## src/rtl/div_8by4.sv

```systemverilog
// Iterative 8-by-4 restoring divider: one quotient bit per clock, valid/ready on both sides.
// Define DIV_ZERO_DETECT_EN to short-circuit divide-by-zero to DONE with dbz=1.
module div_8by4 (
  input  logic       clk,
  input  logic       rst_n,
  input  logic [7:0] dividend,
  input  logic [3:0] divisor,
  input  logic       in_valid,
  output logic       in_ready,
  output logic [7:0] quotient,
  output logic [3:0] remainder,
  output logic       out_valid,
  input  logic       out_ready,
  output logic       dbz
);

  typedef enum logic [1:0] {IDLE, RUN, DONE} state_e;

  state_e     state_q, state_d;
  logic [2:0] cnt_q, cnt_d;
  logic [7:0] dvd_q, dvd_d;
  logic [7:0] quo_q, quo_d;
  logic [3:0] dvs_q, dvs_d;
  logic [3:0] rem_q, rem_d;
  logic [4:0] r5, diff;
  logic       qbit;
`ifdef DIV_ZERO_DETECT_EN
  logic       dbz_q, dbz_d;
`endif

  always_comb begin
    r5      = {rem_q, dvd_q[7]};
    diff    = r5 - {1'b0, dvs_q};
    qbit    = (r5 >= {1'b0, dvs_q});
    state_d = state_q;
    cnt_d   = cnt_q;
    dvd_d   = dvd_q;
    dvs_d   = dvs_q;
    quo_d   = quo_q;
    rem_d   = rem_q;
`ifdef DIV_ZERO_DETECT_EN
    dbz_d   = dbz_q;
`endif
    case (state_q)
      IDLE: if (in_valid) begin
        dvd_d   = dividend;
        dvs_d   = divisor;
        cnt_d   = 3'd0;
        rem_d   = 4'd0;
        quo_d   = 8'd0;
        state_d = RUN;
`ifdef DIV_ZERO_DETECT_EN
        dbz_d   = 1'b0;
        if (divisor == 4'd0) begin
          quo_d   = 8'hFF;
          dbz_d   = 1'b1;
          state_d = DONE;
        end
`endif
      end
      RUN: begin
        // Without zero detect, divisor 0 always subtracts nothing: q=FF, r=dividend[3:0].
        dvd_d = {dvd_q[6:0], 1'b0};
        quo_d = {quo_q[6:0], qbit};
        rem_d = qbit ? diff[3:0] : r5[3:0];
        cnt_d = cnt_q + 3'd1;
        if (cnt_q == 3'd7) state_d = DONE;
      end
      DONE: if (out_ready) state_d = IDLE;
      default: state_d = IDLE;
    endcase
  end

  always_ff @(posedge clk or negedge rst_n) begin
    if (!rst_n) begin
      state_q <= IDLE;
      cnt_q   <= 3'd0;
      dvd_q   <= 8'd0;
      dvs_q   <= 4'd0;
      quo_q   <= 8'd0;
      rem_q   <= 4'd0;
    end else begin
      state_q <= state_d;
      cnt_q   <= cnt_d;
      dvd_q   <= dvd_d;
      dvs_q   <= dvs_d;
      quo_q   <= quo_d;
      rem_q   <= rem_d;
    end
  end

`ifdef DIV_ZERO_DETECT_EN
  always_ff @(posedge clk or negedge rst_n) begin
    if (!rst_n) dbz_q <= 1'b0;
    else        dbz_q <= dbz_d;
  end
  assign dbz = dbz_q;
`else
  assign dbz = 1'b0;
`endif

  assign in_ready  = (state_q == IDLE);
  assign out_valid = (state_q == DONE);
  assign quotient  = quo_q;
  assign remainder = rem_q;

endmodule

```

## config.mk

```make
export PLATFORM = sky130hd
export DESIGN_NAME = div_8by4
export DESIGN_NICKNAME = d
export VERILOG_FILES = /design/src/rtl/div_8by4.sv
export SDC_FILE = /design/constraint.sdc
export NUM_CORES = 1
export LEC_CHECK = 0
export ABC_AREA = 1
export BUFFER_PORTS_ARGS = -buffer_cell sky130_fd_sc_hd__buf_4
export CAP_MARGIN = 0
export CELL_PAD_IN_SITES_DETAIL_PLACEMENT = 1
export CELL_PAD_IN_SITES_GLOBAL_PLACEMENT = 1
export CORE_MARGIN = 4
export CORE_UTILIZATION = 40
export CTS_CLUSTER_SIZE = 10
export DETAILED_ROUTE_END_ITERATION = 7
export GPL_TIMING_DRIVEN = 0
export PLACE_DENSITY = 0.79
export SETUP_SLACK_MARGIN = 0.5
export SYNTH_ARGS = -nofsm -noshare
export SYNTH_HDL_FRONTEND = slang
export SYNTH_SLANG_ARGS = --single-unit
```

## constraint.sdc

```tcl
create_clock -name clk -period 1.95 [get_ports clk]
set_clock_uncertainty 0.05 [all_clocks]
set_input_delay 0.2925 -clock clk [delete_from_list [all_inputs] [get_ports clk]]
set_output_delay 0.2925 -clock clk [all_outputs]
set_load 0.005 [all_outputs]
```

==> summary.txt <==
Peak supply drop: 0.740 mV
Initial antenna violation count: 0
Slew Limit Fails: 0
Final period util: 74.6%
Die X-Extent: 68.5 um
Vias per cell: 4.90
Share of Yosys cell area claimed by the top area cell type: 49.6%
Routed WL: 3570 um
CP Capture Type: flop
Worst Slack Setup Final: 0.495 ns
Netlist cell types: 27
R2R depth: 5
Mean Syn Cell Area: 9.08 um2
Die footprint: 0.00469 mm2
Fmax achieved: 687 MHz
R2R Path End: remainder[1]$_DFFE_PN0P_
Fin Hold WS: 0.151 ns
Synth warn: 0
CTS tree: yes
I/O Buffers: 29
Die height: 68.5 um
HP Class: in -> reg
Leakage: 1.00 nW
CP Buf/Inv Count: 0
Tot GR Track Use: 18.0%
Max incr delay on CP: 0.53 ns
# setup viols final: 0
Type of the worst setup path: reg -> reg
Final #Nets: 227
TritonCTS Buffers: 5
Netlist Area Pre-Place: 0.00146 mm2
Top cells by area, synth: dfrtp_1 50%, nand2_1 9.2%, inv_1 5.4%, ha_1 5.1%, nand3_1 3.8%
Peak fanout along the critical path: 3
Max clock buf depth: 2
DRT iter0 DRCs: 25
Antenna cells: 0
Detail Route Antenna Nets: 0
Final hold viol count: 0
Worst-skew pair later-pin latency: 0.28 ns
Clock Sinks: 29
Dominant cell type by area after synthesis: dfrtp_1
Vias in the first global route: 1361
Crit path to: remainder[1]$_DFFE_PN0P_
R2r startpoint: dvs_q[0]$_DFFE_PN0P_
WP data arrival: 1.58 ns
Cell count along the critical path: 5
CP startpoint: dvs_q[0]$_DFFE_PN0P_
Post-layout minimum cycle time: 1.46 ns
Cell Chain, Critical Path: ha_4 -> fa_2 -> nand2_2 -> nand3_1 -> nand2_1
Initial Util: 42.5%
CORE AREA: 0.00344 mm2
Clock transition at path regs: 0.06 ns
Sequential share of the synthesized area: 49.6%
Crit path max-delay cell type: fa_2
Largest net degree at the start of global routing: 30
Standard-cell row count: 21
Flops & latches, synth: 29
H-Tree Depth: 2
RSZ-0062 raised after global routing: yes
Final core occ: 57.7%
Setup TNS: 0 ns
Max cap viols: 0
DP Worst Slack: 0.334 ns
Mapped Nets: 184
Reg-to-reg slack, setup: 0.49 ns
Root buf cell: clkbuf_8
Crit path max-delay family: adder cells
Post-DP HPWL: 2620 um
DRC viols: 0
Status: finished clean
Synthesis-to-layout area growth: 35.8%
Layout cell share with drive strength beyond 1: 40.7%
Via count: 1224
WL/cell: 14.3 um
First-pass iteration count of the detailed router: 4
Num ports: 31
Placer Congestion: 0.783
WP data required: 2.07 ns
Pwr/cell area: 1990 mW/mm2
GRT overflow: 0
Synth Instances: 161
Final Power: 3.95 mW
Global-route wire length before repair: 6090 um
CP startpoint kind: flop
==> cells in the final DEF (no fill, tap or decap) <==
| cell | n |
|---|---|
| buf_4 | 38 |
| a211oi_2 | 2 |
| clkbuf_1 | 1 |
| nand2_2 | 7 |
| conb_1 | 1 |
| mux2_2 | 1 |
| nor3_1 | 3 |
| inv_4 | 1 |
| dfrtp_1 | 29 |
| a22o_1 | 2 |
| xor2_1 | 1 |
| nor3_2 | 1 |
| ha_4 | 3 |
| nor2_1 | 10 |
| a21oi_4 | 1 |
| a211oi_1 | 1 |
| clkbuf_8 | 6 |
| buf_2 | 1 |
| ha_1 | 3 |
| a21oi_1 | 4 |
| o31ai_1 | 1 |
| nand3_1 | 7 |
| inv_1 | 16 |
| nor2_4 | 1 |
| inv_2 | 7 |
| fa_2 | 1 |
| buf_6 | 3 |
| o22ai_1 | 6 |
| dlygate4sd3_1 | 1 |
| nand3_2 | 4 |
| nand2_4 | 5 |
| o21ai_0 | 7 |
| nor2_2 | 1 |
| nand2_1 | 27 |
| o21a_1 | 1 |
==> cells by family after synthesis <==
logic type | after synthesis | synth area share [%]
AOI/OAI and AO/OA | 25 | 11.1
xor gates and xnor gates | 1 | 0.599
adders and majority gates | 7 | 6.50
buffers and inverters | 31 | 10.5
DFF | 29 | 49.6
muxes | 1 | 0.770
other | 1 | 0.256
and+or+nand+nor | 66 | 20.6
==> layer usage <==
metal	vias to the layer above	GRT usage, %	routed length [um]
li1	599	-	-
met1	603	19.2	1430
met2	17	32.9	1980
met3	5	4.76	104
met4	0	7.69	56
met5	-	0	0
==> metrics by stage <==
stage | instance area [um2] | std cells
5_1_grt | 1990 | 250
6_report | 1990 | 250
2_1_floorplan | 1480 | 161
3_5_place_dp | 1750 | 236
3_3_place_gp | 1750 | 236
4_1_cts | 1930 | 250
==> how the worst min path moves through the flow <==
stage	depth (start not counted)	from	slack (ns)	end
floorplan	0	rst_n	-0.05	cnt_q[0]$_DFFE_PN0P_
global placement	1	rst_n	0.18	dvd_q[0]$_DFFE_PN0P_
detailed placement	1	rst_n	0.19	dvd_q[1]$_DFFE_PN0P_
CTS	2	out_ready	0.15	state_q[1]$_DFFE_PN0P_
global route	2	out_ready	0.15	state_q[1]$_DFFE_PN0P_
finish	2	out_ready	0.15	state_q[1]$_DFFE_PN0P_
==> registers in the layout (all words and copies together), names as in the netlist <==
name and cells:
dvd_q 8, quotient 8, dvs_q 4, remainder 4
cnt_q 3, state_q 2
==> timing repair <==
| action | CTS | global route |
|---|---|---|
| resized for setup | 9 | 17 |
| hold buffers | 1 | 0 |
| hold endpoints to repair | 29 | 0 |
| pin swaps | 3 | 12 |
| endpoints found under the setup margin | 5 | 6 |
| buffers inserted | 6 | 0 |
==> power breakdown <==
group,total (mW),internal [mW],switching (mW)
registers,1.09,0.898,0.192
logic,2.36,1.09,1.27
clock network,0.499,0.279,0.219
==> synthesized netlist by cell type <==
cell      number
buf_4          3
dfrtp_1       29
fa_1           1
a211oi_1       1
nand2_4        3
nor2_4         1
o22ai_1        6
conb_1         1
buf_2          1
nor3_2         1
a22o_1         2
inv_4          1
nand2_1       36
nor2_1        11
xor2_1         1
inv_1         21
ha_1           6
buf_6          3
o21a_1         1
a21oi_1        5
o31ai_1        1
a211oi_2       2
nor3_1         3
o21ai_0        7
inv_2          2
mux2_2         1
nand3_1       11
==> worst reg2reg max path: cells and delay by family (launching register included) <==
| kind | cells | cell delay [ns] |
|---|---|---|
| adder cells (fa/ha/maj) | 2 | 0.72 |
| flip-flops | 1 | 0.42 |
| AND/OR/NAND/NOR | 3 | 0.17 |
==> area by class of cell <==
type                    count  area [um2]
inverters                  24        92.6
clock buffers               7        86.3
plain buffers               7        61.3
flip-flops and latches     29         726
repair buffers             36         273
well taps                  46        57.6
multi-input cells         101         689
fillers                   415        1460
(Power assumes the default switching activity.)
